===== config.mk =====
export PLATFORM = sky130hd
export DESIGN_NAME = counter_modn
export DESIGN_NICKNAME = d
export VERILOG_FILES = /design/src/rtl/counter_modn.sv
export SDC_FILE = /design/constraint.sdc
export NUM_CORES = 1
export LEC_CHECK = 0
export BUFFER_PORTS_ARGS = -buffer_cell sky130_fd_sc_hd__buf_2
export CAP_MARGIN = 20
export CORE_AREA = 5 5 42 44
export CTS_CLUSTER_SIZE = 8
export DETAILED_ROUTE_END_ITERATION = 8
export DIE_AREA = 0 0 47 49
export GPL_ROUTABILITY_DRIVEN = 0
export PLACE_DENSITY = 0.5
export SYNTH_ARGS = -nofsm -noshare
export SYNTH_HDL_FRONTEND = slang
export SYNTH_SLANG_ARGS = --single-unit

===== constraint.sdc =====
create_clock -name clock -period 3.05 [get_ports clock]
set_clock_uncertainty 0.1 [all_clocks]
set_input_delay 0.1525 -clock clock [delete_from_list [all_inputs] [get_ports clock]]
set_output_delay 0.1525 -clock clock [all_outputs]
set_load 0.02 [all_outputs]

===== src/rtl/counter_modn.sv =====
// counter_modn -- modulo-N up/down counter with terminal count and
// divided-frequency output.
//
// Counts through 0..MODULUS-1 in either direction, wrapping at the ends.
// tc flags the last value in the current direction so that stages can be
// cascaded by tying the next stage's enable to tc. F is high for the upper
// half of the count range, which gives fclock/MODULUS when counting freely.
//
// Configuration macro: COUNTER_MODN_LOAD_EN
//   defined   -> load / load_value are honoured, and load has priority over
//                counting. A load_value above MODULUS-1 is clamped.
//   undefined -> load / load_value are present but ignored everywhere,
//                including in tc.
//
// Parameters:
//   MODULUS    count sequence length, 2..65536
//   WIDTH      counter width, $clog2(MODULUS) (not overridable)
// Ports:
//   clock      in   system clock, rising edge
//   clearn     in   asynchronous active-low clear
//   enable     in   count enable
//   down       in   0 = count up, 1 = count down
//   load       in   synchronous load strobe
//   load_value in   value to load (WIDTH bits)
//   count      out  current count, registered (WIDTH bits)
//   tc         out  terminal count, combinational
//   F          out  divided-frequency output, registered
module counter_modn #(
   parameter int MODULUS = 8,
   localparam int WIDTH = $clog2(MODULUS)
) (
   input  logic             clock,
   input  logic             clearn,
   input  logic             enable,
   input  logic             down,
   input  logic             load,
   input  logic [WIDTH-1:0] load_value,
   output logic [WIDTH-1:0] count,
   output logic             tc,
   output logic             F
);

   localparam logic [WIDTH-1:0] MAX_COUNT = WIDTH'(MODULUS - 1);
   localparam logic [WIDTH-1:0] HALF_COUNT = WIDTH'(MODULUS / 2);
   localparam logic [WIDTH-1:0] ZERO_COUNT = {WIDTH{1'b0}};
   localparam logic [WIDTH-1:0] ONE_COUNT = WIDTH'(1'b1);

   logic [WIDTH-1:0] count_r;
   logic             f_r;
   logic [WIDTH-1:0] next_count_s;
   logic             load_eff_s;
   logic [WIDTH-1:0] load_data_s;

   // Increment with wrap from the top of the range back to zero.
   function automatic logic [WIDTH-1:0] count_inc(input logic [WIDTH-1:0] c);
      if (c == MAX_COUNT) begin
         return ZERO_COUNT;
      end else begin
         return c + ONE_COUNT;
      end
   endfunction

   // Decrement with wrap from zero up to the top of the range.
   function automatic logic [WIDTH-1:0] count_dec(input logic [WIDTH-1:0] c);
      if (c == ZERO_COUNT) begin
         return MAX_COUNT;
      end else begin
         return c - ONE_COUNT;
      end
   endfunction

`ifdef COUNTER_MODN_LOAD_EN
   // Out-of-range load values saturate so the count never leaves the range.
   function automatic logic [WIDTH-1:0] load_clamp(input logic [WIDTH-1:0] v);
      if (v > MAX_COUNT) begin
         return MAX_COUNT;
      end else begin
         return v;
      end
   endfunction

   assign load_eff_s  = load;
   assign load_data_s = load_clamp(load_value);
`else
   // Load path is compiled out; the ports are kept but sunk here.
   logic unused_load_s;
   assign unused_load_s = ^{load, load_value};
   assign load_eff_s    = 1'b0;
   assign load_data_s   = ZERO_COUNT;
`endif

   // Next-count selection: load first, then counting, otherwise hold.
   always_comb begin
      next_count_s = count_r;
      if (load_eff_s) begin
         next_count_s = load_data_s;
      end else if (enable) begin
         if (down) begin
            next_count_s = count_dec(count_r);
         end else begin
            next_count_s = count_inc(count_r);
         end
      end else begin
         next_count_s = count_r;
      end
   end

   // Count and F registers. F is derived from the new count so the two
   // always change on the same edge and F simply holds when count holds.
   always_ff @(posedge clock or negedge clearn) begin
      if (!clearn) begin
         count_r <= ZERO_COUNT;
         f_r     <= 1'b0;
      end else begin
         count_r <= next_count_s;
         f_r     <= (next_count_s >= HALF_COUNT);
      end
   end

   // tc is deliberately combinational so a downstream enable sees it in the
   // same cycle that this stage wraps.
   assign tc    = enable & ~load_eff_s &
                  (down ? (count_r == ZERO_COUNT) : (count_r == MAX_COUNT));
   assign count = count_r;
   assign F     = f_r;

endmodule


# Word-level counts from Yosys, hierarchy flattened
# Index checks and enable logic that the tools add are counted.
[word_totals]
input_bits = 8
output_inout_bits = 5
register_bits = 4
[op_classes]
n_bitwise = 1
mux = 5
addsub = 2
n_lt_le_gt_ge = 1
eq_ne = 1
reduce_logical = 1
[op_table]
columns = ["op", "count"]
rows = [
  ["$mux 3", 4],
  ["$add 3x1->3 const B", 1],
  ["$eq 3x3->1 const B", 1],
  ["$ge 3x3->1 const B", 1],
  ["$logic_not 3->1", 1],
  ["$sub 3x1->3 const B", 1],
  ["$and 1x1->1", 1],
  ["$mux 1", 1],
]

# Depth between registers and ports, before layout
[depth]
ltp_word = 5
mapped_depth = 4
ltp_nobuf = 4

# Least setup slack after synthesis
# OpenSTA, ideal clock, no wires.
[synth_timing]
path_kind = "reg-to-output"
startpoint = "register (tool-made name)"
endpoint = "output tc"
path_stages_with_launch = 5
path_buffers = 0
setup_slack_ns = 1.459
arrival_ns = 1.339
path_cell_list = "dfrtp_1 > ha_1 > ha_1 > nand2b_1 > a21boi_0"
[synth_rtl]
columns = ["item", "line", "source"]
rows = [
  ["end, declared", "39", "output logic tc,"],
]

==> results.sh <==
export IMPL_post_synth_mux_area_share=0
export IMPL_synth_common_cells="4 x ha_1, 3 x dfrtp_1, 2 x inv_1, 2 x nor2_1"
export IMPL_setup_worst_path_start_class="flip-flop"
export IMPL_holdPathStages=2
export IMPL_critPathKind="flip-flop to output port"
export IMPL_maxCapViolCount=0
export IMPL_synth_compound_area_frac=0.05556
export IMPL_status="completed"
export IMPL_period_share=0.5179
export IMPL_final_cells=50
export IMPL_io_buffers=8
export IMPL_drc=0
export IMPL_synth_top_area_share=0.3333
export IMPL_fmax_mhz=633.1
export IMPL_pwr_density_cell_nw_per_um2=1007
export IMPL_synth_area_per_cell_um2=10.24
export IMPL_synth_seq_cells=3
export IMPL_relSlewSlack=0.8234
export IMPL_root_buffer="clkbuf_4"
export IMPL_cts_buffer_depth=2
export IMPL_hold_viol=0
export IMPL_setup_viol=0
export IMPL_synth_edff_count=0
export IMPL_num_fill_cells=168
export IMPL_synth_top_family_by_area="simple AND/OR/NAND/NOR gates"
export IMPL_p_leak_nw=0.1528
export IMPL_rsz0062_at_grt="false"
export IMPL_synthFlopType="dfrtp_1"
export IMPL_fp_coreArea_um2=1401
export IMPL_die_h_um=49
export IMPL_clk_latency_ps=230
export IMPL_postRouteAntennaNets=0
export IMPL_cts_buffers=3
export IMPL_synth_most_common_cell="ha_1"
export IMPL_synth_area_leader_cell="dfrtp_1"
export IMPL_initial_core_util=0.1607
export IMPL_async_flop_share=1.000
export IMPL_finalCriticalPeriod_ps=1580
export IMPL_n_antenna_cell=0
export IMPL_die_x_um=47
export IMPL_ir_drop_v=0.0003479
export IMPL_vias=193
export IMPL_grt_pass1_wl_um=752
export IMPL_synth_cell_types=15
export IMPL_grt_pass1_vias=209
export IMPL_drtPass1Iterations=1
export IMPL_path_max_fanout=4
export IMPL_finalMaxSlewViolations=0
export IMPL_place_inst=45
export IMPL_dpl_worst_slack_ps=1654
export IMPL_synth_xor_xnor_area_share=0.07778
export IMPL_syn_area_um2=225.2
export IMPL_die_area_um2=2303
export IMPL_worstPathRequired_ps=2800
export IMPL_synthTopCellsByArea="dfrtp_1 33%, ha_1 22%, and4_4 5.0%, nor4b_1 3.9%, xnor2_1 3.9%"
export IMPL_cts_tree="yes"
export IMPL_yosysWarnings=0
export IMPL_synthSimpleGateAreaFrac=0.2444
export IMPL_synthAdderAreaFrac=0.2222
export IMPL_antenna_found_initial=0
export IMPL_layout_area_overhead_vs_synth_pct=39.44
export IMPL_layout_nets=47
export IMPL_endpoint_kind="output port"
export IMPL_min_delay_path_class="input pin to flip-flop"
export IMPL_grt_overflow_total=0
export IMPL_clkTransAtPathRegs_ps=40
export IMPL_syn_inst=22
export IMPL_regArea_um2=75.07
export IMPL_worstMarginPinSlew_ps=261.3
export IMPL_wirelength_um=441
export IMPL_cts_setup_buffers=0
export IMPL_rows=14
export IMPL_grt_util_all_layers=0.04584
export IMPL_avgViaCountPerCell=3.860
export IMPL_avgRoutedWirePerCell_um=8.820
export IMPL_synth_nets=34
export IMPL_drive_gt1_frac=0.3529
export IMPL_num_io_pins=13
export IMPL_htree_levels=1
export IMPL_setup_slack_ps=1470
export IMPL_drt_iter0_drc=0
export IMPL_cts_sinks=3
export IMPL_synth_seq_area_share=0.3333
export IMPL_setup_tns_final_ps=0
export IMPL_reg2reg_depth=4
export IMPL_arrival_ps=1330
export IMPL_multi_input_comb_area_um2=135.1
export IMPL_grt_max_degree=8
timing repair:
item | 4_1_cts | 5_1_grt
endpoints found under the setup margin | 0 | 0
endpoints found under the hold margin | 3 | 0
gates resized for setup | 0 | 0
hold buffers | 1 | 0
area by class of cell:
cell class / count / area share
clock buffer: 4 / 0.08367
inverter: 2 / 0.02390
multi-input combinational: 16 / 0.4303
sequential: 3 / 0.2390
tap: 16 / 0.06375
timing repair buffer: 9 / 0.1594
worst paths after layout:
path                       slack [ps]   endpoint  startpoint
max                              1470         tc   flip-flop
min                                90  flip-flop      enable
max in group asynchronous        2590  async pin      clearn
max reg2reg                      1670  flip-flop   flip-flop
min reg2reg                       420  flip-flop   flip-flop
min in group asynchronous         150  async pin      clearn
per-layer routing:
layer  track usage  vias up  share of wire
li1              -       98              -
met1       0.05740       86           0.46
met2       0.06109        9           0.41
met3       0.01107        0           0.12
met4       0.04147        0              0
met5             0        -              0
through the flow:
step | hold WS [ps] | util | power, mW | cell area, um^2
after floorplan | -243.1 | - | 0.2077 | 225.2
after global placement | -148.6 | 0.1982 | 0.2459 | 277.8
after detailed placement | -148.2 | 0.1982 | 0.2495 | 277.8
after CTS | 81.32 | 0.2241 | 0.3249 | 314.1
after global routing | 110.0 | 0.2241 | 0.3519 | 314.1
final | 89.33 | 0.2241 | 0.3162 | 314.1
worst max-delay path, cell delays in order (launching register included):
cell and delay, ps:
dfrtp_1 400, inv_1 100, ha_1 170, nand3b_1 70, a21boi_0 170, buf_2 190
report_power, final:
| group | switching (mW) | internal [mW] |
|---|---|---|
| registers | 0.0258 | 0.0606 |
| clock network | 0.0198 | 0.0490 |
| logic | 0.0926 | 0.0684 |
cells in the final DEF, fill, tap and decap left out:
cell and n:
buf_2 8, ha_1 4, nor3b_1 1, nand3b_1 1, nor4_1 1, and4_4 1
nor4b_1 1, clkbuf_1 1, a21boi_0 1, nand2b_1 1, a21oi_1 1, xor2_1 1
inv_1 2, dfrtp_1 3, xnor2_1 1, dlygate4sd3_1 1, clkbuf_4 3, nor2_1 2
logic make-up after synthesis:
kind of cell | Yosys count
fa+ha+maj | 4
buf+inv | 3
xor+xnor | 2
simple gates | 8
flops | 3
compound gates | 2
(Power assumes the default switching activity.)
